==> src/rtl/sumsq_ctrl_pkg.sv <==
// Shared types and control codes for the sum-of-squares controller:
// state encoding, per-state enable/select constants and the output decoder.
package sumsq_ctrl_pkg;

    typedef enum logic [2:0] {
        S_IDLE,
        S_CLEAR,
        S_FETCH,
        S_WAIT,
        S_CAPTURE,
        S_RSEL,
        S_RACC,
        S_DONE
    } state_e;

    localparam logic [5:0] P2_SLOT0 = 6'b000011;
    localparam logic [5:0] P2_SLOT1 = 6'b001100;
    localparam logic [5:0] P2_SLOT2 = 6'b110000;

    localparam logic [3:0] S2_PAIR0 = 4'b0000;
    localparam logic [3:0] S2_PAIR1 = 4'b1100;
    localparam logic [3:0] S2_PAIR2 = 4'b0011;

    localparam logic [1:0] P1_EN_CLEAR    = 2'b00;
    localparam logic [1:0] P1_EN_FETCH    = 2'b00;
    localparam logic [1:0] P1_EN_CAPTURE  = 2'b11;
    localparam logic [1:0] S1_SEL_CLEAR   = 2'b00;
    localparam logic [1:0] S1_SEL_FETCH   = 2'b11;
    localparam logic [1:0] S1_SEL_CAPTURE = 2'b00;

    typedef struct packed {
        logic       clear_pipes;
        logic       fireset;
        logic       out_en;
        logic [1:0] p1_en;
        logic [5:0] p2_en;
        logic [1:0] p3_en;
        logic [1:0] s1_sel;
        logic [3:0] s2_sel;
        logic       busy;
        logic       done;
    } ctrl_out_t;

    // Output word for the state about to be entered; slot/pair index pick the masks.
    function automatic ctrl_out_t decode_outputs(input state_e nxt,
                                                 input logic [1:0] slot_idx,
                                                 input logic [1:0] pair_idx);
        ctrl_out_t o;
        o = '0;
        o.busy = (nxt != S_IDLE);
        case (nxt)
            S_CLEAR: begin
                o.clear_pipes = 1'b1;
                o.p1_en       = P1_EN_CLEAR;
                o.s1_sel      = S1_SEL_CLEAR;
            end
            S_FETCH: begin
                o.p1_en  = P1_EN_FETCH;
                o.s1_sel = S1_SEL_FETCH;
            end
            S_CAPTURE: begin
                o.p1_en  = P1_EN_CAPTURE;
                o.s1_sel = S1_SEL_CAPTURE;
                case (slot_idx)
                    2'd0:    o.p2_en = P2_SLOT0;
                    2'd1:    o.p2_en = P2_SLOT1;
                    2'd2:    o.p2_en = P2_SLOT2;
                    default: o.p2_en = '0;
                endcase
            end
            S_RSEL: begin
                o.p3_en = 2'b11;
                case (pair_idx)
                    2'd0:    o.s2_sel = S2_PAIR0;
                    2'd1:    o.s2_sel = S2_PAIR1;
                    2'd2:    o.s2_sel = S2_PAIR2;
                    default: o.s2_sel = '0;
                endcase
            end
            S_RACC: begin
                o.out_en  = 1'b1;
                o.fireset = 1'b1;
            end
            S_DONE:  o.done = 1'b1;
            default: ;
        endcase
        return o;
    endfunction

endpackage

==> src/rtl/sumsq_control_unit.sv <==
// Moore controller for the sum-of-squares datapath: walks memory pairs,
// fills up to three square slots, then reduces them into the accumulator.
module sumsq_control_unit
    import sumsq_ctrl_pkg::*;
#(
    parameter logic [8:0] MAX_LEN      = 9'd256,
    parameter logic       STRIDE_A_SEL = 1'b0,
    parameter logic       STRIDE_B_SEL = 1'b0
) (
    input  logic       clk,
    input  logic       reset_n,
    input  logic       start,
    input  logic [8:0] A_new,
    input  logic [8:0] B_new,
    input  logic [8:0] Len,
    output logic       clear_Pipes,
    output logic       fireset,
    output logic       out_En,
    output logic [1:0] p1_En,
    output logic [5:0] p2_En,
    output logic [1:0] p3_En,
    output logic [3:0] s1_Muxes,
    output logic [3:0] s2_Muxes,
    output logic       busy,
    output logic       done
);

    state_e    state;
    ctrl_out_t outs;
    logic [1:0] slot;
    logic [1:0] pairs;
    logic [1:0] rj;
    logic       last;
    logic       armed;

    // Evaluated at 10 bits so Len near 511 cannot wrap past the limit.
    logic [9:0] len_plus2;
    logic       len_hit;
    assign len_plus2 = {1'b0, Len} + 10'd2;
    assign len_hit   = (len_plus2 >= {1'b0, MAX_LEN});

    // The A word carries no control information.
    logic unused_a_new;
    assign unused_a_new = ^A_new;

    // NOTE: every register here uses <=, so all branches see the pre-edge values
    // of state and counters regardless of statement order.
    always_ff @(posedge clk or negedge reset_n) begin
        if (!reset_n) begin
            state <= S_IDLE;
            outs  <= '0;
            slot  <= '0;
            pairs <= '0;
            rj    <= '0;
            last  <= 1'b0;
            armed <= 1'b0;
        end else begin
            // start is ignored on the first edge after reset release.
            armed <= 1'b1;
            case (state)
                S_IDLE: begin
                    if (start && armed) begin
                        state <= S_CLEAR;
                        outs  <= decode_outputs(S_CLEAR, slot, rj);
                    end
                end
                S_CLEAR: begin
                    slot  <= '0;
                    pairs <= '0;
                    last  <= 1'b0;
                    state <= S_FETCH;
                    outs  <= decode_outputs(S_FETCH, slot, rj);
                end
                S_FETCH: begin
                    state <= S_WAIT;
                    outs  <= decode_outputs(S_WAIT, slot, rj);
                end
                S_WAIT: begin
                    if (B_new == '0) begin
                        last <= 1'b1;
                        if (pairs != 2'd0) begin
                            rj    <= '0;
                            state <= S_RSEL;
                            outs  <= decode_outputs(S_RSEL, slot, 2'd0);
                        end else begin
                            state <= S_DONE;
                            outs  <= decode_outputs(S_DONE, slot, rj);
                        end
                    end else begin
                        if (len_hit) last <= 1'b1;
                        state <= S_CAPTURE;
                        outs  <= decode_outputs(S_CAPTURE, slot, rj);
                    end
                end
                S_CAPTURE: begin
                    slot  <= slot + 2'd1;
                    pairs <= pairs + 2'd1;
                    if (pairs == 2'd2 || last) begin
                        rj    <= '0;
                        state <= S_RSEL;
                        outs  <= decode_outputs(S_RSEL, slot, 2'd0);
                    end else begin
                        state <= S_FETCH;
                        outs  <= decode_outputs(S_FETCH, slot, rj);
                    end
                end
                S_RSEL: begin
                    state <= S_RACC;
                    outs  <= decode_outputs(S_RACC, slot, rj);
                end
                S_RACC: begin
                    rj <= rj + 2'd1;
                    if (({1'b0, rj} + 3'd1) < {1'b0, pairs}) begin
                        state <= S_RSEL;
                        outs  <= decode_outputs(S_RSEL, slot, rj + 2'd1);
                    end else if (last) begin
                        state <= S_DONE;
                        outs  <= decode_outputs(S_DONE, slot, rj);
                    end else begin
                        slot  <= '0;
                        pairs <= '0;
                        state <= S_FETCH;
                        outs  <= decode_outputs(S_FETCH, 2'd0, rj);
                    end
                end
                S_DONE: begin
                    state <= S_IDLE;
                    outs  <= decode_outputs(S_IDLE, slot, rj);
                end
                default: begin
                    state <= S_IDLE;
                    outs  <= '0;
                end
            endcase
        end
    end

    assign clear_Pipes = outs.clear_pipes;
    assign fireset     = outs.fireset;
    assign out_En      = outs.out_en;
    assign p1_En       = outs.p1_en;
    assign p2_En       = outs.p2_en;
    assign p3_En       = outs.p3_en;
    assign s1_Muxes    = {STRIDE_A_SEL, STRIDE_B_SEL, outs.s1_sel};
    assign s2_Muxes    = outs.s2_sel;
    assign busy        = outs.busy;
    assign done        = outs.done;

endmodule
==> config.mk <==
export PLATFORM = sky130hd
export DESIGN_NAME = sumsq_control_unit
export DESIGN_NICKNAME = d
export VERILOG_FILES = /design/src/rtl/sumsq_ctrl_pkg.sv /design/src/rtl/sumsq_control_unit.sv
export SDC_FILE = /design/constraint.sdc
export NUM_CORES = 1
export LEC_CHECK = 0
export BUFFER_PORTS_ARGS = -buffer_cell sky130_fd_sc_hd__buf_4
export CORE_AREA = 2 2 72 74
export CTS_BUF_LIST = sky130_fd_sc_hd__clkbuf_16
export CTS_CLUSTER_DIAMETER = 80
export DETAILED_ROUTE_END_ITERATION = 6
export DIE_AREA = 0 0 74 76
export PLACE_DENSITY = 0.56
export SETUP_SLACK_MARGIN = 0.15
export SLEW_MARGIN = 30
export SYNTH_ARGS = -nofsm -noshare
export SYNTH_HDL_FRONTEND = slang
export SYNTH_SLANG_ARGS = --single-unit
==> constraint.sdc <==
create_clock -name clk -period 3.1 [get_ports clk]
set_input_delay 0.155 -clock clk [delete_from_list [all_inputs] [get_ports clk]]
set_output_delay 0.155 -clock clk [all_outputs]
set_load 0.01 [all_outputs]
# Word level (Yosys, flattened, before mapping)
# Index checks and enable logic that the tools add are counted.
# word_totals
reg_bits,32
in_bits,30
output_inout_bits,23
elab_cells,81
# classes
add_sub_neg,5
magnitude_cmp,2
eq_ne,19
n_mux,27
reduce_logical,12
# ops
cell,count
$pmux W21 S8,1
$mux W21,2
$mux W10,3
$pmux W3 S8,1
$pmux W2 S3,3
$pmux W6 S3,1
$mux W3,5
$eq A3 B3 Y1 const B,4
$mux W2,6
$ne A2 B2 Y1 const B,6
$add A9 B2 Y10 const B,1
$ge A10 B9 Y1 const B,1
$logic_not A9 Y1,1
$mux W8,1
$pmux W4 S2,1
$add A2 B1 Y2 const B,3
$eq A2 B2 Y1 const B,3
$eq A3 B2 Y1 const B,2
$reduce_bool A3 Y1,2
$eq A2 B1 Y1 const B,2
$reduce_and A4 Y1,1
$reduce_bool A2 Y1,2
$add A2 B1 Y3 const B,1
$eq A3 B1 Y1 const B,1
other kinds (10),11

# Longest topological paths before layout
# logic_depth
ltp_word,5
ltp_mapped,5
mapped_depth_nobuf,5

# Least setup slack after synthesis
# Ideal clock, no wire load.
# synth_path
kind,register -> register
from,register rj[0]
to,register outs (netlist bit p3_En[0])
setup_time_ps,126
t_arrival_ps,1721
t_required_ps,2974
path_slack_ps,1253
stages_incl_launch_ff,6
path_buffers,0
synth_period_minus_slack_ps,1847
path_cell_list,dfrtp_1 -> inv_1 -> fa_1 -> a211oi_2 -> o22ai_1 -> a221o_1
# synth_via
elab_chain_cells,4
# synth_lines
item,line_no,rtl
from (decl),sumsq_control_unit.sv:32,logic [1:0] rj;
from (signal assigned),sumsq_control_unit.sv:112,rj <= rj + 2'd1;
$add A2 B1 Y3,sumsq_control_unit.sv:113,"if (({1'b0, rj} + 3'd1) < {1'b0, pairs}) begin"
$lt A3 B2 Y1,sumsq_control_unit.sv:113,
$mux W10,sumsq_control_unit.sv:113,
$pmux W21 S8,sumsq_control_unit.sv:60,case (state)
to (signal assigned),sumsq_control_unit.sv:64,"outs <= decode_outputs(S_CLEAR, slot, rj);"
to (signal assigned),sumsq_control_unit.sv:115,"outs <= decode_outputs(S_RSEL, slot, rj + 2'd1);"
to (signal assigned),sumsq_control_unit.sv:118,"outs <= decode_outputs(S_DONE, slot, rj);"
to (decl),sumsq_control_unit.sv:29,ctrl_out_t outs;
# Every way passes these cells.
# A chain may end at the register's enable or synchronous reset.

# Final worst setup path
# Same ends and word-level chain as after synthesis.

==> summary.md <==
| Metric | Value |
|---|---|
| WL final | `3220 um` |
| Critical path peak fanout | `6` |
| CTS Sinks | `23` |
| Layout cells sized above 1 | `27.7%` |
| Setup TNS | `0 ps` |
| Synth Register Bits | `23` |
| Ys Warns | `0` |
| Via Count | `1160` |
| Worst-path clk slew | `60 ps` |
| CTS root buffer | `clkbuf_16` |
| Asr flop ratio synth | `100%` |
| Final setup margin | `1050 ps` |
| Worst min path class | `in2reg` |
| Ant. Diodes | `0` |
| Clock Skews | `4.59 ps` |
| Gate Count Post-Synth | `139` |
| First-pass GRT wire length | `5390 um` |
| Post-Syn Area | `0.00143 mm2` |
| Die area | `0.00562 mm2` |
| Initial antenna violation count | `0` |
| Drt wl/cell | `13.6 um` |
| Post-Synth Simple-Gate Area | `16.0%` |
| Initial Utilization | `29.0%` |
| Seq/Total Area, Yosys | `40.4%` |
| Finished Core Util | `36.1%` |
| Layout net count | `206` |
| Max transition margin | `51.0%` |
| Core box area | `0.00491 mm2` |
| Power per cell area | `867 mW/mm2` |
| RSZ-0062 raised after global routing | `false` |
| Post-synth EDFFs | `0` |
| Status | `finished clean` |
| Hpwl dp | `2460 um` |
| CP required | `3240 ps` |
| Site Rows | `26` |
| Post-CTS setup buffer count | `0` |
| Slew @ Worst Pin | `736 ps` |
| Vias per cell | `4.92` |
| ANT nets after route | `0` |
| Die width | `74 um` |
| Port Buffer Count | `40` |
| Critical path capture point type | `flop` |
| Post-Synth Adder-Cell Area | `8.42%` |
| Layout area overhead | `24.5%` |
| Worst slack, placed | `1060 ps` |
| Kind of critical path | `reg2reg` |
| Total grt overflow | `0` |
| Arrival time worst endpoint | `2190 ps` |
| Ports | `53` |
| Synth Area per Inst | `10.3 um2` |
| Total track usage | `12.2%` |
| Synth cell types | `44` |
| Num CTS Buffers | `3` |
| Layout Cells excl Fill | `236` |
| Final Hold Viols | `0` |
| Fin crit period | `2050 ps` |
| Leak | `0.792 nW` |
| Clk buf depth | `2` |
| Post-synthesis mux area share | `0%` |
| Vias in the first global route | `1152` |
| Die height | `76 um` |
| Post-synthesis compound-gate area fraction | `22.9%` |
| Max Freq | `488 MHz` |
| Main synth FF type | `dfrtp_1` |
| Final setup viols | `0` |
| Largest family of logic cells by synthesized area | `compound AO/OA/AOI/OAI gates` |
| Crit share post-route | `66.1%` |
| Skew-Pair Late Insertion Delay | `260 ps` |
| Slew Limit Fails | `0` |
| Remaining design rule violation count | `0` |
| CTS tree | `done` |
| Pin count of the biggest net entering global routing | `26` |
| DP Cell Count | `231` |
| XOR/XNOR Fraction of Synth Area | `0%` |
| Maxcap violations | `0` |
| Gpl congestion | `0.827` |
| # H-tree levels | `1` |
| Peak VDD IR | `0.233 mV` |
| DRT Pass-1 Iters | `4` |
| 1st-iter DRT viols | `68` |
| CP Launch Type | `flop` |
[kinds of logic after synthesis]
| logic type | after synthesis |
|---|---|
| AO/OA/AOI/OAI | 39 |
| AND/OR/NAND/NOR | 37 |
| buffers and inverters | 29 |
| flip-flops | 23 |
| adder cells (fa/ha/maj) | 9 |
| other | 2 |
[worst paths after layout]
check                      startpoint           to  slack [ps]  cells after the start
max                             rj[0]     p3_En[0]        1050                      5
min                            Len[7]         last         210                      3
max reg2reg                     rj[0]     p3_En[0]        1050                      5
min reg2reg                      done         done         510                      2
max in group asynchronous     reset_n  s1_Muxes[0]        2540                      2
min in group asynchronous     reset_n      slot[0]         330                      2
[area by class of cell]
cell class,count,area (um2)
multi-input cells,88,686
flip-flops and latches,23,576
fillers,481,3140
inverters,10,37.5
clock buffers,3,75.1
clock inverters,1,3.75
repair buffers,41,310
well taps,70,87.6
[synthesized netlist by cell type, types with 2 or more instances]
cell type / n / area [um2]
nand2b_1: 3 / 18.8
a211oi_1: 2 / 15.0
clkbuf_1: 2 / 7.51
a21oi_1: 2 / 10.0
o21ai_1: 4 / 20.0
nand3_1: 3 / 15.0
ha_1: 8 / 100
a32oi_1: 2 / 17.5
nor3_1: 3 / 15.0
nand4_1: 3 / 18.8
o21ai_0: 3 / 15.0
buf_4: 13 / 97.6
a22o_1: 2 / 17.5
nor2_1: 6 / 22.5
a221o_1: 2 / 20.0
conb_1: 2 / 7.51
a32o_1: 5 / 50.1
nand2_1: 5 / 18.8
dfrtp_1: 23 / 576
inv_1: 10 / 37.5
nor2b_1: 4 / 25.0
o2bb2ai_1: 4 / 35.0
buf_2: 3 / 15.0
o211ai_1: 2 / 15.0
nor4b_1: 2 / 17.5
a31oi_1: 2 / 12.5
and4_1: 2 / 17.5
[registers in the layout (all words and copies together), names as in the netlist]
register,flops
busy,1
rj,2
p3_En,1
done,1
slot,2
clear_Pipes,1
fireset,1
p1_En,1
last,1
s2_Muxes,2
state,3
p2_En,3
s1_Muxes,1
pairs,2
armed,1
[repair_timing]
action | in CTS | in global routing
gates resized for setup | 0 | 0
hold buffers | 1 | 0
hold endpoints to repair | 23 | 0
[worst max-delay path: stages (launching register included)]
cell,delay (ps)
dfrtp_1,440
inv_1,130
fa_1,530
a211oi_2,340
o22ai_1,140
a221o_1,350
[layer usage]
layer  track usage [%]  vias to the layer above  routed length, um
met5                 0                        -                  0
met4              6.91                        0                105
met3              1.19                        9                140
met2              19.9                       37               1630
met1              15.2                      556               1340
li1                  -                      558                  -
[power by group]
part           internal [mW]  switching, mW
logic                  0.329          0.358
registers              0.392          0.181
clock network          0.172          0.107
total                  0.893          0.647
[cells in the final DEF, fill, tap and decap left out, types with 4 or more instances in the layout]
cell type,instances
o2bb2ai_1,4
ha_1,8
a32o_1,5
buf_4,40
dfrtp_1,23
inv_1,11
nand2_1,5
nor2_1,6
o21ai_1,4
nor2b_1,4
[through the flow]
stage / hold WS (ps) / power (mW) / area (um2)
3_3_place_gp: 65.9 / 1.24 / 1690
4_1_cts: 209 / 1.55 / 1780
5_1_grt: 230 / 1.67 / 1780
2_1_floorplan: -141 / 1.08 / 1430
6_report: 206 / 1.54 / 1780
3_5_place_dp: 71.2 / 1.26 / 1690
(Power assumes the default switching activity.)
